### config.mk
export PLATFORM = sky130hd
export DESIGN_NAME = piso_shift_tx
export DESIGN_NICKNAME = d
export VERILOG_FILES = /design/src/rtl/piso_shift_tx.sv
export SDC_FILE = /design/constraint.sdc
export NUM_CORES = 1
export LEC_CHECK = 0
export CAP_MARGIN = 20
export CELL_PAD_IN_SITES_DETAIL_PLACEMENT = 1
export CELL_PAD_IN_SITES_GLOBAL_PLACEMENT = 2
export CORE_MARGIN = 2
export CORE_UTILIZATION = 34
export DETAILED_ROUTE_END_ITERATION = 16
export DONT_BUFFER_PORTS = 1
export GPL_TIMING_DRIVEN = 0
export PLACE_DENSITY = 0.65
export SLEW_MARGIN = 20
export SYNTH_ARGS = -nofsm -noshare
export SYNTH_HDL_FRONTEND = slang
export SYNTH_SLANG_ARGS = --single-unit
### constraint.sdc
create_clock -name clk -period 1.32 [get_ports clk]
set_input_delay 0 -clock clk [delete_from_list [all_inputs] [get_ports clk]]
set_output_delay 0 -clock clk [all_outputs]
set_load 0.03 [all_outputs]
### src/rtl/piso_shift_tx.sv
// piso_shift_tx: parallel-in/serial-out transmitter, one bit every DIV clocks
module piso_shift_tx #(
  parameter int WIDTH     = 4,
  parameter int DIV       = 4,
  parameter bit MSB_FIRST = 1'b1
) (
  input  logic             clk,
  input  logic             clr,
  input  logic             start,
  input  logic [WIDTH-1:0] Pin,
  output logic             Dout,
  output logic             busy,
  output logic             done
);
  localparam int DW = (DIV > 1) ? $clog2(DIV) : 1;
  localparam int BW = (WIDTH > 1) ? $clog2(WIDTH) : 1;
  localparam logic [DW-1:0] DIV_LAST = DW'(DIV - 1);
  localparam logic [BW-1:0] BIT_LAST = BW'(WIDTH - 1);
  localparam logic [1:0] IDLE  = 2'd0;
  localparam logic [1:0] SHIFT = 2'd1;
  localparam logic [1:0] DONE  = 2'd2;
  logic [1:0]       state_q, state_d;
  logic [WIDTH-1:0] sh_q, sh_d;
  logic [DW-1:0]    div_q, div_d;
  logic [BW-1:0]    bit_q, bit_d;
  logic             div_wrap;
  always_comb begin
    state_d  = state_q;
    sh_d     = sh_q;
    div_d    = div_q;
    bit_d    = bit_q;
    div_wrap = div_q == DIV_LAST;
    case (state_q)
      IDLE: if (start) begin
        state_d = SHIFT;
        sh_d    = Pin;
        div_d   = '0;
        bit_d   = '0;
      end
      SHIFT: begin
        div_d = div_wrap ? '0 : div_q + 1'b1;
        if (div_wrap) begin
          sh_d    = MSB_FIRST ? sh_q << 1 : sh_q >> 1;
          bit_d   = bit_q + 1'b1;
          state_d = (bit_q == BIT_LAST) ? DONE : SHIFT;
        end
      end
      default: state_d = IDLE;
    endcase
  end
  // Outputs are registered from next-state so they line up with the state they describe
  always_ff @(posedge clk or negedge clr) begin
    if (!clr) begin
      state_q <= IDLE;
      sh_q    <= '0;
      div_q   <= '0;
      bit_q   <= '0;
      Dout    <= 1'b0;
      busy    <= 1'b0;
      done    <= 1'b0;
    end else begin
      state_q <= state_d;
      sh_q    <= sh_d;
      div_q   <= div_d;
      bit_q   <= bit_d;
      Dout    <= (state_d == SHIFT) && (MSB_FIRST ? sh_d[WIDTH-1] : sh_d[0]);
      busy    <= state_d == SHIFT;
      done    <= state_d == DONE;
    end
  end
endmodule

==> flow_summary.json, run 1 <==
{
  "outcome": "finished, violations left",
  "violations": "negative setup slack",
  "leakage_uw": 0.000321,
  "grt_pass1_wl_um": 1990,
  "worstSkewPairLatency_ps": 270,
  "via_per_inst": 5.78,
  "ant_nets": 0,
  "arrival_ps": 1490,
  "ys_seq_area_frac": 0.571,
  "grt_use_met2": 0.246,
  "peakVddDrop_mv": 0.790,
  "first_global_vias": 445,
  "synthFlopType": "dfrtp_1",
  "synth_cells": 46,
  "syn_nets": 55,
  "syn_area_um2": 569,
  "final_util": 0.456,
  "required_ps": 1490,
  "start_util": 0.369,
  "design.die.area_mm2": 0.00202,
  "gp_congestion": 0.685,
  "drt_iter0_drc": 5,
  "io_pins": 10,
  "p_sw_uw": 601,
  "cts_made_buffers": 3,
  "yosys_warnings": 0,
  "synth-edff-count": 0,
  "coreArea_mm2": 0.00154,
  "grt.busiest_layer": "met2",
  "grt_usage": 0.141,
  "swShare": 0.368,
  "clockRootBuffer": "clkbuf_4",
  "fin_ws_ps": -3.10,
  "fillCellCount": 167,
  "clk_pin_slew_ps": 80,
  "power.clock.fraction": 0.149,
  "num_antenna_cells": 0,
  "fin_crit_ps": 1320,
  "seqPwrFrac": 0.453,
  "crit_chain": "ha_4, and3b_2, a22o_1, a21o_1",
  "maxClockFrequency_mhz": 756,
  "final_cells": 72,
  "area_growth_pct": 23.5,
  "p_int_uw": 1030,
  "critical_path.max_fanout": 5,
  "cts_max_path_buffers": 2,
  "clkSinkCount": 13,
  "critPathKind": "reg -> reg",
  "critPathMaxStageDelay_ps": 430,
  "met3_usage": 0.0360,
  "slew_headroom": 0.617,
  "drtPass1Iterations": 4,
  "numPortBuffers": 0,
  "final_cell_area_um2": 703,
  "synth_top_area_frac": 0.571,
  "cap_violations": 0,
  "dp.cells": 62,
  "r2r.worst_path.cells": 4,
  "nets": 66,
  "fin_crit_sh": 1.00,
  "yosysTopAreaCell": "dfrtp_1",
  "synth_cell_types": 22,
  "vias": 416,
  "start_kind": "flip-flop",
  "pwr-share-comb": 0.398,
  "placed_cell_area_um2": 598,
  "avgSynthCellArea_um2": 12.4,
  "synth_area_leaders": "dfrtp_1 57%, a22o_1 6.2%, ha_1 4.4%",
  "use_met1": 0.157,
  "setup-violations-final": 1,
  "rsz0062_at_grt": "true",
  "end_kind": "flip-flop",
  "wirelength_um": 1140,
  "avgRoutedWirePerCell_um": 15.8,
  "die_w_um": 44.9,
  "dp_hpwl_um": 858,
  "route.detailed.drc": 0,
  "slew_viol_final": 0,
  "crit_path_top_delay_cell": "dfrtp_1",
  "skew_ps": 3.21,
  "whs_path_depth": 2,
  "rows": 14,
  "hold_class": "in -> reg",
  "finalPower_uw": 1630,
  "drive_gt1_frac": 0.214,
  "grt_max_degree": 14,
  "worst_pin_slew_ps": 573,
  "finalHoldViolations": 0,
  "die_y_um": 44.9,
  "fin_hold_ws_ps": 47.9,
  "htreeDepth": 1,
  "ys_async_sr_fraction": 1.00,
  "antenna_found_initial": 0,
  "cts_tree": "yes",
  "overflow": 0,
  "power.density_mw_per_mm2": 2320,
  "yosys_register_bits": 13
}
## cells by family (layout without fill, tap and decap cells)
| group | Yosys count | count (layout) | synth area share |
|---|---|---|---|
| flip-flops | 13 | 13 | 0.571 |
| AND/OR/NAND/NOR | 13 | 13 | 0.152 |
| AO/OA/AOI/OAI | 12 | 12 | 0.171 |
| buffers and inverters | 5 | 15 | 0.0418 |
| adder cells (fa/ha/maj) | 2 | 2 | 0.0439 |
| multiplexers | 1 | 1 | 0.0198 |
## power groups by stage
stage	Sequential, µW	Combinational [µW]	Clock (µW)
final	740	651	243
after global routing	762	734	286
after CTS	740	651	253
after detailed placement	731	605	0
after global placement	715	547	0
after floorplan	698	493	0
## critical path: cells and delay by family (launching register included)
family	cells	cell delay, ps
flops	1	430
fa+ha+maj	1	180
compound gates	2	390
simple gates	1	230
## cell usage after synthesis (2+ instances only)
master and count:
nor2_1 2, and2_1 2, a32o_1 2, ha_1 2
a21o_1 2, inv_1 3, dfrtp_1 13, nand3_1 2
and3b_1 2, a22o_1 4
## sequential cells by signal, indices dropped and copies added (netlist names)
name / count
sh_q: 4
bit_q: 2
div_q: 2
state_q: 2
Dout: 1
busy: 1
done: 1
## through the flow
stage | setup slack, ps | TNS (ps)
after floorplan | 6.22 | 0
after global placement | -27.1 | -52.6
after detailed placement | -104 | -296
after CTS | -19.9 | -32.3
after global routing | -55.9 | -207
final | -3.10 | -3.10
## layout by cell type, fill, tap and decap left out, types with 3 or more instances in the layout
cell / count
dfrtp_1: 13
dlygate4sd3_1: 5
a22o_1: 4
buf_4: 3
inv_1: 3
clkbuf_4: 3
## per-layer routing
layer	vias up	part of all wire
li1	188	-
met1	216	0.42
met2	10	0.52
met3	2	0.043
met4	0	0.016
met5	-	0
## area by class of cell
class                      instances  area [µm²]  area share
inverter                           3        11.3      0.0160
tap                               16        20.0      0.0285
buffer                             1        7.51      0.0107
clock buffer                       4        26.3      0.0374
timing repair buffer               7        65.1      0.0925
multi-input combinational         28         248       0.352
sequential                        13         325       0.463
## worst paths after layout
check                                startpoint  slack (ps)                   end
max                        div_q[0]$_DFFE_PN0P_          -3   sh_q[1]$_DFFE_PN0P_
min                                       start          50  div_q[0]$_DFFE_PN0P_
max reg2reg                div_q[0]$_DFFE_PN0P_          -3   sh_q[1]$_DFFE_PN0P_
min reg2reg                bit_q[1]$_DFFE_PN0P_         510  bit_q[1]$_DFFE_PN0P_
max in group asynchronous                   clr         790  div_q[1]$_DFFE_PN0P_
min in group asynchronous                   clr         160  bit_q[0]$_DFFE_PN0P_
## what timing repair did
| item | 4_1_cts | 5_1_grt |
|---|---|---|
| endpoints found under the setup margin | 5 | 7 |
| setup buffers | 2 | 0 |
| gates resized for setup | 3 | 1 |
| hold endpoints to repair | 17 | 0 |
| pin swaps | 3 | 1 |
| hold buffers | 5 | 0 |
Note: power is estimated with default switching activity, not from simulation.
==> run 2: changes to the inputs <==
--- a/config.mk
+++ b/config.mk
@@ -12,7 +12,6 @@
 export CORE_UTILIZATION = 34
 export DETAILED_ROUTE_END_ITERATION = 16
 export DONT_BUFFER_PORTS = 1
-export GPL_TIMING_DRIVEN = 0
 export PLACE_DENSITY = 0.65
 export SLEW_MARGIN = 20
 export SYNTH_ARGS = -nofsm -noshare
==> flow_summary.json, run 2 (synthesis results as in run 1) <==
{
  "largest_register_ffs": 4,
  "route.detailed.drc": 0,
  "pwr-share-comb": 0.413,
  "power.clock.fraction": 0.147,
  "clk_pin_slew_ps": 80,
  "drive_gt1_frac": 0.279,
  "num_antenna_cells": 0,
  "p_sw_uw": 599,
  "seqPwrFrac": 0.440,
  "end_kind": "flip-flop",
  "cap_violations": 0,
  "first_global_vias": 457,
  "clockRootBuffer": "clkbuf_4",
  "fin_crit_sh": 1.00,
  "crit_start": "div_q[1]$_DFFE_PN0P_",
  "slew_viol_final": 0,
  "worst_pin_slew_ps": 570,
  "avgRoutedWirePerCell_um": 14.0,
  "die_y_um": 44.9,
  "hold_class": "in -> reg",
  "min_from": "start",
  "finalHoldViolations": 0,
  "register_area_um2": 327,
  "ant_nets": 0,
  "violations": "negative setup slack",
  "rsz0062_at_grt": "true",
  "cts_tree": "yes",
  "dp_hpwl_um": 811,
  "overflow": 0,
  "drt_iter0_drc": 2,
  "wirelength_um": 1080,
  "peakVddDrop_mv": 0.942,
  "die_w_um": 44.9,
  "power.density_mw_per_mm2": 2340,
  "swShare": 0.352,
  "outcome": "finished, violations left",
  "fin_crit_ps": 1320,
  "coreArea_mm2": 0.00154,
  "setup-violations-final": 1,
  "critical_path.max_fanout": 6,
  "skew_ps": 4.78,
  "mostFrequentLayoutCell": "dfrtp_1",
  "start_kind": "flip-flop",
  "vias": 417,
  "numPortBuffers": 0,
  "multi_input_area_um2": 234,
  "leakage_uw": 0.000345,
  "preCtsSetupSlack_ps": -46.0,
  "p_int_uw": 1100,
  "nets": 71,
  "drtPass1Iterations": 2,
  "start_util": 0.369,
  "required_ps": 1490,
  "fin_hold_ws_ps": 41.2,
  "antenna_found_initial": 0,
  "cts_made_buffers": 3,
  "fin_ws_ps": -4.28,
  "maxClockFrequency_mhz": 755,
  "io_pins": 10,
  "grt_usage": 0.129,
  "mostFrequentLayoutCells": "12 x dfrtp_1, 8 x buf_4, 5 x dlygate4sd3_1, 4 x a22o_1",
  "fillCellCount": 175,
  "cts_max_path_buffers": 2,
  "grt_pass1_wl_um": 1880,
  "design.die.area_mm2": 0.00202,
  "gp_congestion": 0.705,
  "rows": 14,
  "top_register": "sh_q",
  "critPathKind": "reg -> reg",
  "slew_headroom": 0.619,
  "arrival_ps": 1500,
  "grt_max_degree": 14,
  "area_growth_pct": 27.9,
  "via_per_inst": 5.42,
  "worstReg2RegStart": "div_q[1]$_DFFE_PN0P_",
  "clkSinkCount": 13,
  "htreeDepth": 1,
  "worstSkewPairLatency_ps": 280
}
[run 2: metal layers]
metal | part of all wire | up-vias | global-route usage
met5 | 0 | - | 0
met4 | 0.0074 | 0 | 0.0529
met3 | 0.054 | 2 | 0.0360
met2 | 0.51 | 10 | 0.226
met1 | 0.43 | 207 | 0.147
li1 | - | 198 | -
[run 2: worst paths after layout]
check / cells past startpoint / to / slack, ps
worst min-delay path: 2 / div_q[0]$_DFFE_PN0P_ / 40
worst min register to register: 1 / sh_q[1]$_DFFE_PN0P_ / 500
worst max-delay path: 4 / sh_q[2]$_DFFE_PN0P_ / -4
max in group asynchronous: 1 / state_q[0]$_DFF_PN0_ / 770
min in group asynchronous: 1 / sh_q[3]$_DFF_PN0_ / 150
worst max register to register: 4 / sh_q[2]$_DFFE_PN0P_ / -4
[run 2: metrics by stage]
stage / power (µW) / setup TNS, ps / util / instances / cell area, µm²
2_1_floorplan: 1190 / 0 / - / 46 / 578
3_3_place_gp: 1270 / 0 / 0.395 / 64 / 609
3_5_place_dp: 1330 / -111 / 0.395 / 64 / 609
4_1_cts: 1710 / 0 / 0.472 / 77 / 727
5_1_grt: 1830 / -184 / 0.472 / 77 / 728
6_report: 1700 / -4.28 / 0.472 / 77 / 728
[run 2: repair_timing]
| item | 4_1_cts | 5_1_grt |
|---|---|---|
| setup buffers | 4 | 0 |
| hold buffers | 5 | 0 |
| hold endpoints to repair | 17 | 0 |
| setup endpoints to repair | 3 | 6 |
| gates resized for setup | 2 | 1 |
| pin swaps | 2 | 0 |
[run 2: layout make-up]
class,count,area share
clock buffer,4,0.0361
tap,16,0.0275
sequential,13,0.448
timing repair buffer,13,0.151
multi-input combinational,28,0.321
inverter,3,0.0155
[run 2: critical path: stages, from the launching register on]
cell and delay [ps]:
dfrtp_1 420, ha_4 180, and3b_2 240, a22o_1 240, a21o_1 150
[run 2: power by group through the flow]
stage	registers (µW)	clock network, µW	logic, µW
final	749	250	704
after global routing	772	268	790
after CTS	745	257	708
after detailed placement	739	0	589
after global placement	728	0	546
after floorplan	698	0	493
